<file path="src/rtl/legv8_pkg.sv">
// Shared LEGv8 definitions: symbolic op codes, machine opcodes and the
// encoder FSM state type. The 11-bit opcodes match the main decoder's table.
package legv8_pkg;

  // Symbolic operation selector carried on the descriptor stream.
  typedef enum logic [2:0] {
    OP_LDUR    = 3'd0,
    OP_STUR    = 3'd1,
    OP_CBZ     = 3'd2,
    OP_ADD     = 3'd3,
    OP_SUB     = 3'd4,
    OP_AND     = 3'd5,
    OP_ORR     = 3'd6,
    OP_ILLEGAL = 3'd7
  } op_t;

  // 11-bit primary opcodes for the R and D formats.
  localparam logic [10:0] OPC_LDUR = 11'b11111000010;
  localparam logic [10:0] OPC_STUR = 11'b11111000000;
  localparam logic [10:0] OPC_ADD  = 11'b10001011000;
  localparam logic [10:0] OPC_SUB  = 11'b11001011000;
  localparam logic [10:0] OPC_AND  = 11'b10001010000;
  localparam logic [10:0] OPC_ORR  = 11'b10101010000;

  // 8-bit opcode for the CB format (CBZ).
  localparam logic [7:0]  OPC_CBZ  = 8'b10110100;

  // Encoder write-side state.
  typedef enum logic [1:0] {
    ST_IDLE = 2'd0,  // no write pending
    ST_EMIT = 2'd1,  // a registered word is being written this cycle
    ST_FULL = 2'd2   // every imem word written, nothing pending
  } state_t;

  // True when a 19-bit two's-complement value survives truncation to
  // 9 bits, i.e. the bits above the 9-bit sign bit all copy it.
  function automatic logic fits_simm9(input logic [18:0] imm);
    return (&imm[18:8]) || !(|imm[18:8]);
  endfunction

endpackage

</file>
<file path="src/rtl/legv8_encode.sv">
// Combinational LEGv8 encoder: one symbolic descriptor in, one 32-bit
// machine word plus a legality flag out. No state lives here.
module legv8_encode
  import legv8_pkg::*;
(
  input  logic [2:0]  op,
  input  logic [4:0]  rd,
  input  logic [4:0]  rn,
  input  logic [4:0]  rm,
  input  logic [18:0] imm,
  output logic [31:0] word,
  output logic        legal
);

  // Select the field layout by instruction format and flag unencodable input.
  always_comb begin
    // NOTE: every output gets a default before the case so no path can
    // leave it unassigned, which would otherwise infer a latch.
    word  = '0;
    legal = 1'b0;
    case (op_t'(op))
      // R format: opcode | Rm | shamt=0 | Rn | Rd
      OP_ADD: begin
        word  = {OPC_ADD, rm, 6'b000000, rn, rd};
        legal = 1'b1;
      end
      OP_SUB: begin
        word  = {OPC_SUB, rm, 6'b000000, rn, rd};
        legal = 1'b1;
      end
      OP_AND: begin
        word  = {OPC_AND, rm, 6'b000000, rn, rd};
        legal = 1'b1;
      end
      OP_ORR: begin
        word  = {OPC_ORR, rm, 6'b000000, rn, rd};
        legal = 1'b1;
      end
      // D format: opcode | DT_address[8:0] | op2=00 | Rn | Rt
      // The offset must fit the signed 9-bit field or the word is rejected.
      OP_LDUR: begin
        word  = {OPC_LDUR, imm[8:0], 2'b00, rn, rd};
        legal = fits_simm9(imm);
      end
      OP_STUR: begin
        word  = {OPC_STUR, imm[8:0], 2'b00, rn, rd};
        legal = fits_simm9(imm);
      end
      // CB format: opcode | 19-bit word offset | Rt. Always representable.
      OP_CBZ: begin
        word  = {OPC_CBZ, imm, rd};
        legal = 1'b1;
      end
      default: begin
        word  = '0;
        legal = 1'b0;
      end
    endcase
  end

endmodule

</file>
<file path="src/rtl/legv8_instr_encoder.sv">
// Streaming LEGv8 instruction encoder. Accepts descriptors over valid/ready,
// encodes them and writes the words to consecutive imem addresses starting
// at 0, one registered stage behind the handshake. Stops accepting once
// every imem word is written; clear or reset restarts from address 0.
module legv8_instr_encoder
  import legv8_pkg::*;
#(
  parameter int ADDR_W = 6
) (
  input  logic              clk,
  input  logic              reset,     // asynchronous, active low
  input  logic              clear,     // synchronous restart
  input  logic              in_valid,
  output logic              in_ready,
  input  logic [2:0]        in_op,
  input  logic [4:0]        in_rd,
  input  logic [4:0]        in_rn,
  input  logic [4:0]        in_rm,
  input  logic [18:0]       in_imm,
  output logic              wr_en,
  output logic [ADDR_W-1:0] wr_addr,
  output logic [31:0]       wr_data,
  output logic [ADDR_W:0]   count,
  output logic              err
);

  // count value meaning "imem completely written" and the increment step,
  // both sized to the counter so no width adaptation is needed.
  localparam logic [ADDR_W:0] DEPTH_CNT = {1'b1, {ADDR_W{1'b0}}};
  localparam logic [ADDR_W:0] CNT_ONE   = {{ADDR_W{1'b0}}, 1'b1};

  logic [31:0] enc_word;
  logic        enc_legal;
  logic        accept;
  logic        legal_accept;
  logic        illegal_accept;
  logic        is_full;
  state_t      state;
  state_t      state_next;

  legv8_encode u_encode (
    .op    (in_op),
    .rd    (in_rd),
    .rn    (in_rn),
    .rm    (in_rm),
    .imm   (in_imm),
    .word  (enc_word),
    .legal (enc_legal)
  );

  // Handshake: clear takes priority over any descriptor offered in the
  // same cycle, and nothing is taken once imem is full.
  assign is_full        = (count == DEPTH_CNT);
  assign in_ready       = reset && !clear && !is_full;
  assign accept         = in_valid && in_ready;
  assign legal_accept   = accept && enc_legal;
  assign illegal_accept = accept && !enc_legal;

  // The write strobe is the EMIT state itself, so it is a clean register
  // output and drops immediately when reset asserts.
  assign wr_en = (state == ST_EMIT);

  // State register.
  always_ff @(posedge clk or negedge reset) begin
    // NOTE: sequential state uses non-blocking assignments so every
    // register samples pre-edge values regardless of statement order.
    if (!reset) begin
      state <= ST_IDLE;
    end else begin
      state <= state_next;
    end
  end

  // Next-state logic: a legal accept always schedules a write; otherwise
  // settle into FULL once the last word has gone out, else IDLE.
  always_comb begin
    state_next = state;
    if (clear) begin
      state_next = ST_IDLE;
    end else begin
      case (state)
        ST_IDLE, ST_EMIT: begin
          if (legal_accept) begin
            state_next = ST_EMIT;
          end else if (is_full) begin
            state_next = ST_FULL;
          end else begin
            state_next = ST_IDLE;
          end
        end
        ST_FULL: begin
          state_next = ST_FULL;
        end
        default: begin
          state_next = ST_IDLE;
        end
      endcase
    end
  end

  // Output stage, word counter and sticky error. Address and data only
  // update on a legal accept, so they hold their last value otherwise.
  always_ff @(posedge clk or negedge reset) begin
    if (!reset) begin
      wr_addr <= '0;
      wr_data <= '0;
      count   <= '0;
      err     <= 1'b0;
    end else if (clear) begin
      count <= '0;
      err   <= 1'b0;
    end else begin
      if (legal_accept) begin
        wr_addr <= count[ADDR_W-1:0];
        wr_data <= enc_word;
        count   <= count + CNT_ONE;
      end
      if (illegal_accept) begin
        err <= 1'b1;
      end
    end
  end

endmodule
</file>
<file path="config.mk">
export PLATFORM = sky130hd
export DESIGN_NAME = legv8_instr_encoder
export DESIGN_NICKNAME = d
export VERILOG_FILES = /design/src/rtl/legv8_pkg.sv /design/src/rtl/legv8_encode.sv /design/src/rtl/legv8_instr_encoder.sv
export SDC_FILE = /design/constraint.sdc
export NUM_CORES = 1
export LEC_CHECK = 0
export CAP_MARGIN = 20
export CORE_MARGIN = 2
export CORE_UTILIZATION = 43
export CTS_BUF_LIST = sky130_fd_sc_hd__clkbuf_16
export CTS_CLUSTER_SIZE = 8
export DETAILED_ROUTE_END_ITERATION = 8
export HOLD_SLACK_MARGIN = 0.1
export PLACE_DENSITY = 0.8
export SLEW_MARGIN = 40
export SYNTH_ARGS = -nofsm -noshare
export SYNTH_HDL_FRONTEND = slang
export SYNTH_SLANG_ARGS = --single-unit
</file>
<file path="constraint.sdc">
create_clock -name clk -period 2.6 [get_ports clk]
set_input_delay 0.65 -clock clk [delete_from_list [all_inputs] [get_ports clk]]
set_output_delay 0.65 -clock clk [all_outputs]
set_load 0.02 [all_outputs]
</file>
==> metrics <==
max_slew headroom 56.6%; Global Route Usage Sum 21.0%; fillers 418; die area 5770 µm²; Crit-path slowest cell dfrtp_1; Clock Tree Root clkbuf_16; initial drt markers 108; Synth async-reset ratio 100%; Final period util 90.8%; worst slew pin tran 644 ps; RSZ-0062 raised after global routing false; global-route wire length before repair 9.82 mm; Power Density 637 nW/µm²; Initial Utilization 44.2%; Max Buffers Root-to-Sink 2; number of synthesized flops with an enable pin 0; layout cells sized above 1 12.5%; number of remaining DRC errors 0; First-pass DRT Iterations 4; Hold-fix buffers, CTS 0; register area share after synthesis 53.9%; Via density 5.33; maximum clock rate 0.424 GHz; final setup fails 0; Die Ht 76.0 µm; Mapped Nets 270; max-cap check violation count 0; Req. time, crit path 1950 ps; synth unique cells 36; CP peak stage delay 430 ps; # port buffers 88; crit path time final 2360 ps; Met3 Wirelength 304 µm; final slew viol count 0; critical-path cell list inv_1 -> ha_1 -> and2_1 -> nand3_1 -> and3_1 -> dlygate4sd2_1; HP Class reg2reg; total gr overflow 0; DRT antenna net count 0; CP delay by family, top simple AND/OR/NAND/NOR gates; flop-to-flop setup slack 600 ps; Ports 89; CTS tree built; Synth top cells by count dfrtp_1, nand2_1, o21ai_0; Yosys top cell by area dfrtp_1; number of global-route vias before repair 2,050; largest net degree at the start of global routing 49; buffer and inverter count on the worst path 2; WL met1 2.69 mm; TritonCTS Buffers 5; Avg Synthesized Cell Area 9.82 µm²; Area Growth Syn to Fin 55.5%; RD Place Congestion 0.856; DIE WIDTH 76.0 µm; Cell Area, Synth 2230 µm²; #FFs+latches synth 48; most numerous cell in the Yosys netlist dfrtp_1; number of diodes 0; clock sink total 48; HPWL after DPL 4.45 mm; Worst-Skew Late Latency 290 ps; DRT Wirelength 5.98 mm; # nets final 371; final hold vios 0; Pleak 1.48 nW; clk slew on worst S/H paths 60 ps; register area 1200 µm²; met2 wire length 2.85 mm; dpl ws 3.26 ps; H-Tree Depth 2; Core Area 5040 µm²; CP endpoint kind output port; final worst slack 239 ps; vias post-DR 2,127; status completed; Sum Neg Setup Slack 0 ps; top cells by area, synth dfrtp_1, nand2_1, o21ai_0, mux2_2, a22oi_1; Max VDD drop 467 µV; YS warnings 0; routed wire length per instance 15.0 µm; initial antenna violation count 0; Crit Path Class reg2out; Startpoint Class flop; Post-Synthesis Cells 227; site row count 26; area occupied by multi-input gates 956 µm²; Data arrival, critical path 1710 ps; fraction of post-synthesis cell area in the top cell type by area 53.9%; Max Used Layer met4; Synth Flop Type dfrtp_1; critical path peak fanout 5; clock skew 8.74 ps
-- sequential cells by signal (all words and copies together), names as in the netlist --
name     count
state        2
count        7
err          1
wr_data     32
wr_addr      6
-- placed cells by master (no fill, tap or decap), drive strengths merged, types with 2 or more instances in the layout --
cell type / count
clkdlybuf4s50: 86
o31ai: 4
nor3b: 2
o21ai: 29
nor2b: 2
nor3: 3
a21oi: 4
nand4: 2
and3: 2
o211ai: 7
nand3: 9
o221ai: 4
dfrtp: 48
ha: 2
inv: 8
a21o: 2
nor2: 13
and2: 2
clkbuf: 5
nor4: 2
buf: 19
or3: 2
a22oi: 10
mux2: 11
nand2: 40
-- what timing repair did --
action                     4_1_cts  5_1_grt
setup endpoints to repair        1        0
setup buffers                    0        0
resized for setup                1        0
-- final timing paths --
check                      startpoint    endpoint  cells after the start
max                          count[1]    in_ready                      6
max reg2reg                  count[1]    count[5]                      8
min reg2reg                  state[1]    state[0]                      1
min in group asynchronous       reset  wr_addr[2]                      2
max in group asynchronous       reset  wr_data[7]                      2
min                          state[1]    state[0]                      1
-- area by class of cell --
| cell class | count | area share [%] |
|---|---|---|
| clock buffer | 5 | 3.61 |
| clock inverter | 3 | 1.34 |
| inverter | 7 | 0.758 |
| multi-input combinational | 160 | 27.6 |
| sequential | 48 | 34.7 |
| tap | 70 | 2.53 |
| timing repair buffer | 106 | 29.5 |
-- through the flow --
step,hold slack (ps),instance area [µm²],power (mW),util [%],cells
floorplan,354,2230,1.15,-,227
global placement,443,3290,1.48,65.3,391
detailed placement,458,3290,1.49,65.3,391
CTS,467,3460,2.22,68.7,399
global route,504,3460,2.30,68.7,399
finish,464,3460,2.21,68.7,399
-- worst reg2reg max path, delay by kind of cell (launching register included) --
| kind | cells | cell delay, ps |
|---|---|---|
| buf+inv | 2 | 230 |
| fa+ha+maj | 1 | 190 |
| simple gates | 2 | 670 |
| compound gates | 3 | 430 |
| flops | 1 | 420 |
-- per-layer routing --
metal	track usage, %	vias to the layer above
met5	0	-
met4	8.00	0
met3	5.57	13
met2	33.4	76
met1	27.8	1024
li1	-	1014
-- power breakdown --
group	switching [mW]	internal (mW)	leakage, nW
Clock	0.273	0.457	0.0804
Sequential	0.0487	0.842	0.626
Combinational	0.293	0.293	0.776
-- kinds of logic after synthesis --
kind of cell,count (synthesis),share of synthesized area [%]
multiplexers,12,6.01
flip-flops,48,53.9
buffers and inverters,19,3.82
AO/OA/AOI/OAI,64,18.5
adder cells (fa/ha/maj),2,1.12
AND/OR/NAND/NOR,82,16.6
Note: power is estimated with default switching activity, not from simulation.
